## src/rtl/vn_if.sv

```systemverilog
// Handshake and data bundle for the variable-node unit.
//   master : upstream/downstream side (drives inputs, out_ready)
//   slave  : vn_unit side (drives in_ready and the result beat)
// Signals: in_valid/in_ready + llr_in, c2v_1..3 on the input side;
//          out_valid/out_ready + v2c_1..3, hard_bit, sat_flag on the output side.
interface vn_if #(parameter int W = 16);
  logic         in_valid;
  logic         in_ready;
  logic [W-1:0] llr_in;
  logic [W-1:0] c2v_1, c2v_2, c2v_3;
  logic         out_valid;
  logic         out_ready;
  logic [W-1:0] v2c_1, v2c_2, v2c_3;
  logic         hard_bit;
  logic         sat_flag;

  modport master (
    output in_valid, llr_in, c2v_1, c2v_2, c2v_3, out_ready,
    input  in_ready, out_valid, v2c_1, v2c_2, v2c_3, hard_bit, sat_flag
  );

  modport slave (
    input  in_valid, llr_in, c2v_1, c2v_2, c2v_3, out_ready,
    output in_ready, out_valid, v2c_1, v2c_2, v2c_3, hard_bit, sat_flag
  );
endinterface

```

## src/rtl/vn_unit.sv

```systemverilog
// Pipelined min-sum LDPC variable-node processor (degree 3).
// Per beat: total = llr + c2v_1 + c2v_2 + c2v_3, v2c_k = sat(total - c2v_k),
// hard_bit = sign(total), sat_flag = any v2c clamped.
// Ports: clk, rst_n (async active-low), io (vn_if.slave) carrying the
// in_valid/in_ready input beat and out_valid/out_ready result beat.
// Two stages: S1 holds total + c2v, S2 holds the saturated results.

// One extrinsic edge: subtract own message, clamp to the symmetric range so
// the check node can always negate the result.
module vn_lane #(
  parameter int W = 16
) (
  input  logic signed [W+1:0] total,
  input  logic        [W-1:0] c2v,
  output logic        [W-1:0] v2c,
  output logic                sat
);
  localparam logic signed [W+2:0] MAXV = {4'b0000, {(W-1){1'b1}}};
  localparam logic signed [W+2:0] MINV = -MAXV;

  logic signed [W+2:0] diff;

  assign diff = $signed({total[W+1], total}) - $signed({{3{c2v[W-1]}}, c2v});

  always_comb begin
    v2c = diff[W-1:0];
    sat = 1'b0;
    if (diff > MAXV) begin
      v2c = MAXV[W-1:0];
      sat = 1'b1;
    end else if (diff < MINV) begin
      v2c = MINV[W-1:0];
      sat = 1'b1;
    end
  end
endmodule

module vn_unit #(
  parameter int INT  = 8,
  parameter int FRAC = 8,
  parameter int DV   = 3
) (
  input logic clk,
  input logic rst_n,
  vn_if.slave io
);
  localparam int W  = INT + FRAC;
  localparam int TW = W + 2;

  // vld_pipe[1] = S1 valid, vld_pipe[2] = S2 valid (== out_valid)
  logic [2:1] vld_pipe;
  logic       s1_adv, s2_adv, accept;

  assign s2_adv      = !vld_pipe[2] || io.out_ready;
  assign s1_adv      = !vld_pipe[1] || s2_adv;
  assign io.in_ready = s1_adv;
  assign accept      = io.in_valid && s1_adv;

  // ---- stage 1: sum of all incoming messages ----
  logic [DV-1:0][W-1:0] c2v_in;
  logic signed [TW-1:0] total_d;

  assign c2v_in  = {io.c2v_3, io.c2v_2, io.c2v_1};
  assign total_d = $signed({{2{io.llr_in[W-1]}}, io.llr_in})
                 + $signed({{2{io.c2v_1[W-1]}},  io.c2v_1})
                 + $signed({{2{io.c2v_2[W-1]}},  io.c2v_2})
                 + $signed({{2{io.c2v_3[W-1]}},  io.c2v_3});

  logic signed [TW-1:0] s1_total;
  logic [DV-1:0][W-1:0] s1_c2v;

  // S1 data is qualified by vld_pipe[1], so it carries no reset.
  always_ff @(posedge clk) begin
    if (accept) begin
      s1_total <= total_d;
      s1_c2v   <= c2v_in;
    end
  end

  // ---- per-edge extrinsic + saturation ----
  logic [DV-1:0][W-1:0] v2c_d;
  logic [DV-1:0]        sat_d;

  for (genvar k = 0; k < DV; k++) begin : g_lane
    vn_lane #(.W(W)) u_lane (
      .total (s1_total),
      .c2v   (s1_c2v[k]),
      .v2c   (v2c_d[k]),
      .sat   (sat_d[k])
    );
  end

  // ---- stage 2: output registers (reset, held while stalled) ----
  logic [DV-1:0][W-1:0] s2_v2c;
  logic                 s2_hard, s2_sat;

  always_ff @(posedge clk or negedge rst_n) begin
    if (!rst_n) begin
      vld_pipe <= '0;
      s2_v2c   <= '0;
      s2_hard  <= 1'b0;
      s2_sat   <= 1'b0;
    end else begin
      if (s1_adv) vld_pipe[1] <= io.in_valid;
      if (s2_adv) vld_pipe[2] <= vld_pipe[1];
      if (s2_adv && vld_pipe[1]) begin
        s2_v2c  <= v2c_d;
        s2_hard <= s1_total[TW-1];
        s2_sat  <= |sat_d;
      end
    end
  end

  assign io.out_valid = vld_pipe[2];
  assign io.v2c_1     = s2_v2c[0];
  assign io.v2c_2     = s2_v2c[1];
  assign io.v2c_3     = s2_v2c[2];
  assign io.hard_bit  = s2_hard;
  assign io.sat_flag  = s2_sat;
endmodule

```

## src/flat_wrapper.sv

```systemverilog
// flat-port wrapper written by rule: the top's interface ports become plain ports
module vn_unit_flat 
#(
  parameter int INT  = 8,
  parameter int FRAC = 8,
  parameter int DV   = 3
)
  (clk, rst_n, io_in_valid, io_llr_in, io_c2v_1, io_c2v_2, io_c2v_3, io_out_ready, io_in_ready, io_out_valid, io_v2c_1, io_v2c_2, io_v2c_3, io_hard_bit, io_sat_flag);
  vn_if #(.W((16))) io_i ();
  input logic clk;
  input logic rst_n;
  input wire logic [$bits(io_i.in_valid)-1:0] io_in_valid;
  input wire logic [$bits(io_i.llr_in)-1:0] io_llr_in;
  input wire logic [$bits(io_i.c2v_1)-1:0] io_c2v_1;
  input wire logic [$bits(io_i.c2v_2)-1:0] io_c2v_2;
  input wire logic [$bits(io_i.c2v_3)-1:0] io_c2v_3;
  input wire logic [$bits(io_i.out_ready)-1:0] io_out_ready;
  output wire logic [$bits(io_i.in_ready)-1:0] io_in_ready;
  output wire logic [$bits(io_i.out_valid)-1:0] io_out_valid;
  output wire logic [$bits(io_i.v2c_1)-1:0] io_v2c_1;
  output wire logic [$bits(io_i.v2c_2)-1:0] io_v2c_2;
  output wire logic [$bits(io_i.v2c_3)-1:0] io_v2c_3;
  output wire logic [$bits(io_i.hard_bit)-1:0] io_hard_bit;
  output wire logic [$bits(io_i.sat_flag)-1:0] io_sat_flag;
  assign io_i.in_valid = io_in_valid;
  assign io_i.llr_in = io_llr_in;
  assign io_i.c2v_1 = io_c2v_1;
  assign io_i.c2v_2 = io_c2v_2;
  assign io_i.c2v_3 = io_c2v_3;
  assign io_i.out_ready = io_out_ready;
  assign io_in_ready = io_i.in_ready;
  assign io_out_valid = io_i.out_valid;
  assign io_v2c_1 = io_i.v2c_1;
  assign io_v2c_2 = io_i.v2c_2;
  assign io_v2c_3 = io_i.v2c_3;
  assign io_hard_bit = io_i.hard_bit;
  assign io_sat_flag = io_i.sat_flag;
  vn_unit #(.INT(INT), .FRAC(FRAC), .DV(DV)) u_core (.clk(clk), .rst_n(rst_n), .io(io_i));
endmodule
```

## config.mk

```make
export PLATFORM = sky130hd
export DESIGN_NAME = vn_unit_flat
export DESIGN_NICKNAME = d
export VERILOG_FILES = /design/src/rtl/vn_if.sv /design/src/rtl/vn_unit.sv /design/src/flat_wrapper.sv
export SDC_FILE = /design/constraint.sdc
export NUM_CORES = 1
export LEC_CHECK = 0
export ABC_AREA = 0
export CAP_MARGIN = 20
export CORE_ASPECT_RATIO = 2
export CORE_UTILIZATION = 55
export CTS_BUF_LIST = sky130_fd_sc_hd__clkbuf_16
export DETAILED_ROUTE_END_ITERATION = 12
export GPL_ROUTABILITY_DRIVEN = 0
export MAX_ROUTING_LAYER = met4
export PLACE_DENSITY = 0.8
export SLEW_MARGIN = 10
export SYNTH_ARGS = -nofsm -noshare
export SYNTH_HDL_FRONTEND = slang
export SYNTH_SLANG_ARGS = --single-unit
```

## constraint.sdc

```tcl
create_clock -name clk -period 6.4 [get_ports clk]
set_input_delay 1.28 -clock clk [delete_from_list [all_inputs] [get_ports clk]]
set_output_delay 1.28 -clock clk [all_outputs]
set_load 0.01 [all_outputs]
```

# After elaboration in Yosys (flattened, before gate mapping)
# Index checks and enable logic that the tools add are counted.
# totals
reg_bits	118
in_bits	68
elab_cells	42
# op_classes
addsub	6
magnitude_cmp	6
mux	12
n_reduce_logical	7
# ops
cell	count
$mux W16	6
$gt A19 B16 Y1 const B	3
$lt A19 B16 Y1 const B	3
$sub A18 B16 Y19	3
$add A17 B16 Y18	1
$add A18 B16 Y18	1
$add A16 B16 Y17	1
$mux W1	6
$reduce_or A3 Y1	1
$logic_and A1 B1 Y1	2
$logic_not A1 Y1	2
$logic_or A1 B1 Y1	2

# Longest topological paths before layout
# logic_depth
depth_word	5
ltp_mapped	15
depth_no_buf	15

# Cells and area by module
# Synthesis repeated with hierarchy kept, for this count alone.
# hier_totals
cells_unflattened	1041
area_unflattened_um2	10248.6
# modules_own_cells
module	instances	cells_per_inst	area_each_um2
vn_unit	1	400	5641.7
vn_lane at u_core.g_lane[0].u_lane	1	220	1605.3
vn_lane at u_core.g_lane[2].u_lane	1	213	1506.4
vn_lane at u_core.g_lane[1].u_lane	1	208	1495.2

# Worst setup path before layout
# Ideal clock, no wire load.
# synth_timing
path_type	in2reg
start	input io_c2v_3[1]
end	register u_core.s1_total[17], data pin
setup_time_ns	0.174
arrival_ns	4.486
setup_slack_ns	1.739
cell_stages	15
path_cell_list	fa_1 -> fa_1 -> ha_1 -> inv_1 -> fa_1 -> nor2b_1 -> o21ai_0 -> a21boi_0 -> o21ai_0 -> a21boi_0 -> o21ai_0 -> a21o_1 -> a211o_1 -> and3_1 -> a311oi_1
# synth_via
elab_chain_cells	1
# synth_lines
item	line_no	source
from (decl)	flat_wrapper.sv:16	input wire logic [$bits(io_i.c2v_3)-1:0] io_c2v_3;
$add A18 B16 Y18	vn_unit.sv:67	+ $signed({{2{io.c2v_3[W-1]}}, io.c2v_3});
named net u_core.total_d[17]	vn_unit.sv:61	logic signed [TW-1:0] total_d;
to (signal assigned)	vn_unit.sv:75	s1_total <= total_d;
to (decl)	vn_unit.sv:69	logic signed [TW-1:0] s1_total;
# The timed path passes the listed nets, and every way through them passes these cells.
# A chain may end at the register's enable or synchronous reset.

# Worst setup path in the final report
# Same ends and word-level chain as after synthesis.

==> impl_metrics.toml <==
[outcome]
status = "finished, final reports clean"

[die]
die_w_um = 90.0
ios = 120
die_area_sq_um = 16000
row_count = 64
core_sq_um = 15200
die_h_um = 178
initial_core_util = 0.560

[logic_synthesis]
syn_nets = 1045
syn_avg_cell_area_sq_um = 9.79
synth_warnings = 0
synth-seq-cells = 118
yosysTopAreaCell = "edfxtp_1"
synth_cell_types = 69
synth_area_leaders = "edfxtp_1 (23%), dfrtp_1 (15%), ha_1 (10%)"
synth-edff-count = 66
synthArstFlopShare = 0.441
synth_top_area_frac = 0.233
synth-seq-area-share = 0.385
synthCells = 870
synth_area_sq_um = 8520
synth-main-ff-cell = "edfxtp_1"

[timing]
max_slew.worst_pin.slew_ns = 1.08
tns_ns = 0
min_period_ns = 5.15
max_slew_margin = 0.275
rsz0062_at_grt = "no"
setup_viol = 0
fmaxAchievable_ghz = 0.194
hold_viol_final = 0
period_share = 0.805
skew_ns = 0.0133
drv_slew = 0

[clock_network]
ctsResizeCount = 0
clockRootBuffer = "clkbuf_16"
postCtsSetupRepairBufs = 0
cts_hold_buffers = 0
clk_path_buf_depth = 2
clkLatencyLatePin_ns = 0.43
htreeDepth = 4
clock-sinks = 118
cts-buffers-inserted = 17
cts_tree = "built"
cts.clk_slew.worst_paths_ns = 0.05

[routing]
first_iter_violations = 390
dr.pass1.iters = 5
viasPerCell = 5.89
drtAntennaViolNets = 0
routedWlPerCell_um = 16.9
via_count = 7093
drt_wl_total_um = 20400
drc = 0

[pwr]
p_leak_nw = 4.40
power_per_cell_area_nw_per_um2 = 454
vdd_drop_max_mv = 0.222

[worst_hold_path]
whs_endpoint = "u_core.io.v2c_2[15]$_DFFE_PN0P_"
holdCritStartpoint = "u_core.io.v2c_2[15]$_DFFE_PN0P_"
hold_depth = 2
min_path_type = "flip-flop to flip-flop"

[final_layout]
drive_gt1_frac = 0.0507
nets = 1168
utilization = 0.691
layout_common_cells = "clkdlybuf4s50_1 (118), nand2_1 (79), inv_1 (73), a21oi_1 (71), ha_1 (71)"
syn2layout_area_growth_pct = 23.5
n_antenna_cell = 0
layout_commonest_cell = "clkdlybuf4s50_1"

[worst_setup_path]
arrival_ns = 5.40
rrSetupSlack_ns = 2.18
regToRegStartpoint = "u_core.s1_total[2]$_DFFE_PP_"
cp.required_ns = 6.65
start_kind = "primary input"
end_kind = "flip-flop"
worstReg2RegEnd = "u_core.io.v2c_2[0]$_DFFE_PN0P_"
cp_max_fo = 4
path_class = "primary input to flip-flop"
reg2reg_depth = 11

[grt]
gr-max-usage-layer = "met2"
grt_pass1_vias = 7123
grt_use_met1 = 0.290
grt_usage = 0.277
globalRouteMet3Util = 0.0392
overflow = 0
antenna_found_initial = 0
met2_usage = 0.504
grt_max_degree = 64
grt_pass1_wl_um = 33700

[placement]
io_buffers = 119
hpwl_um = 15800

[run]
maxCapViolations = 0
-- flip-flops by register name (all words and copies together), names as in the netlist --
name	flops
u_core.io.hard_bit	1
u_core.io.sat_flag	1
u_core.io.v2c_1	16
u_core.io.v2c_2	16
u_core.io.v2c_3	16
u_core.s1_c2v	48
u_core.s1_total	18
u_core.vld_pipe	2
-- worst max path at each step --
stage,depth (start not counted),startpoint,slack [ns],end
global route,16,io_c2v_3[1],0.92,u_core.s1_total[17]$_DFFE_PP_
detailed placement,16,io_c2v_3[1],0.90,u_core.s1_total[17]$_DFFE_PP_
CTS,16,io_c2v_3[1],1.25,u_core.s1_total[17]$_DFFE_PP_
floorplan,15,io_c2v_3[1],1.74,u_core.s1_total[17]$_DFFE_PP_
finish,16,io_c2v_3[1],1.25,u_core.s1_total[17]$_DFFE_PP_
global placement,16,io_c2v_3[1],0.93,u_core.s1_total[17]$_DFFE_PP_
-- final cells by class --
type	count	area [sq um]
clock buffers	20	500
clock inverters	12	109
fillers	1206	4700
inverters	73	274
multi-input cells	659	4880
flip-flops and latches	118	3280
well taps	198	248
repair buffers	124	1220
-- worst max-delay path: stages --
cell and delay (ns):
clkdlybuf4s50_1 0.45, fa_1 0.52, fa_1 0.52, ha_1 0.17, inv_1 0.06, fa_1 0.40, nor2b_1 0.14, o21ai_0 0.13
a21boi_0 0.26, o21ai_0 0.16, a21boi_0 0.26, o21ai_0 0.15, a21o_1 0.23, a211o_1 0.29, and3_1 0.15, a311oi_1 0.23
-- per-stage QoR --
stage | power [mW] | hold WS (ns) | cells | worst slack [ns] | area (sq um)
after floorplan | 2.91 | 0.471 | 870 | 1.74 | 8520
after global placement | 3.67 | 0.460 | 1171 | 0.933 | 9900
after detailed placement | 3.73 | 0.465 | 1171 | 0.897 | 9900
after CTS | 4.74 | 0.478 | 1203 | 1.25 | 10500
after global routing | 5.08 | 0.489 | 1204 | 0.921 | 10500
final | 4.77 | 0.471 | 1204 | 1.25 | 10500
-- routing by layer --
layer / share of wire / vias up
met3: 0.034 / 70
li1: - / 3398
met4: 0.041 / 0
met1: 0.38 / 3375
met5: 0 / -
met2: 0.55 / 250
-- cells in the mapped netlist (all sizes together) (15+ instances only) --
| master | number |
|---|---|
| edfxtp | 66 |
| o21ai | 68 |
| dfrtp | 52 |
| ha | 71 |
| nand3 | 15 |
| fa | 36 |
| xnor2 | 28 |
| nor2 | 63 |
| inv | 73 |
| nor3 | 19 |
| clkbuf | 18 |
| nand2 | 79 |
| a21oi | 72 |
-- report_power, final --
group	internal (mW)	total, mW	leakage [nW]	switching (mW)
combinational	1.14	2.60	2.88	1.46
clock	0.606	0.979	0.304	0.373
sequential	1.05	1.19	1.22	0.141
-- kinds of logic (layout without fill, tap and decap cells) --
logic type                 Yosys count  count (layout)  synth area share
and+or+nand+nor                    259             259             0.150
AOI/OAI and AO/OA                  247             247             0.186
DFF                                118             118             0.385
adders and majority gates          107             107             0.189
buffers and inverters               93             229            0.0419
xor gates and xnor gates            42              42            0.0432
muxes                                4               4           0.00470
Note: power is estimated with default switching activity, not from simulation.
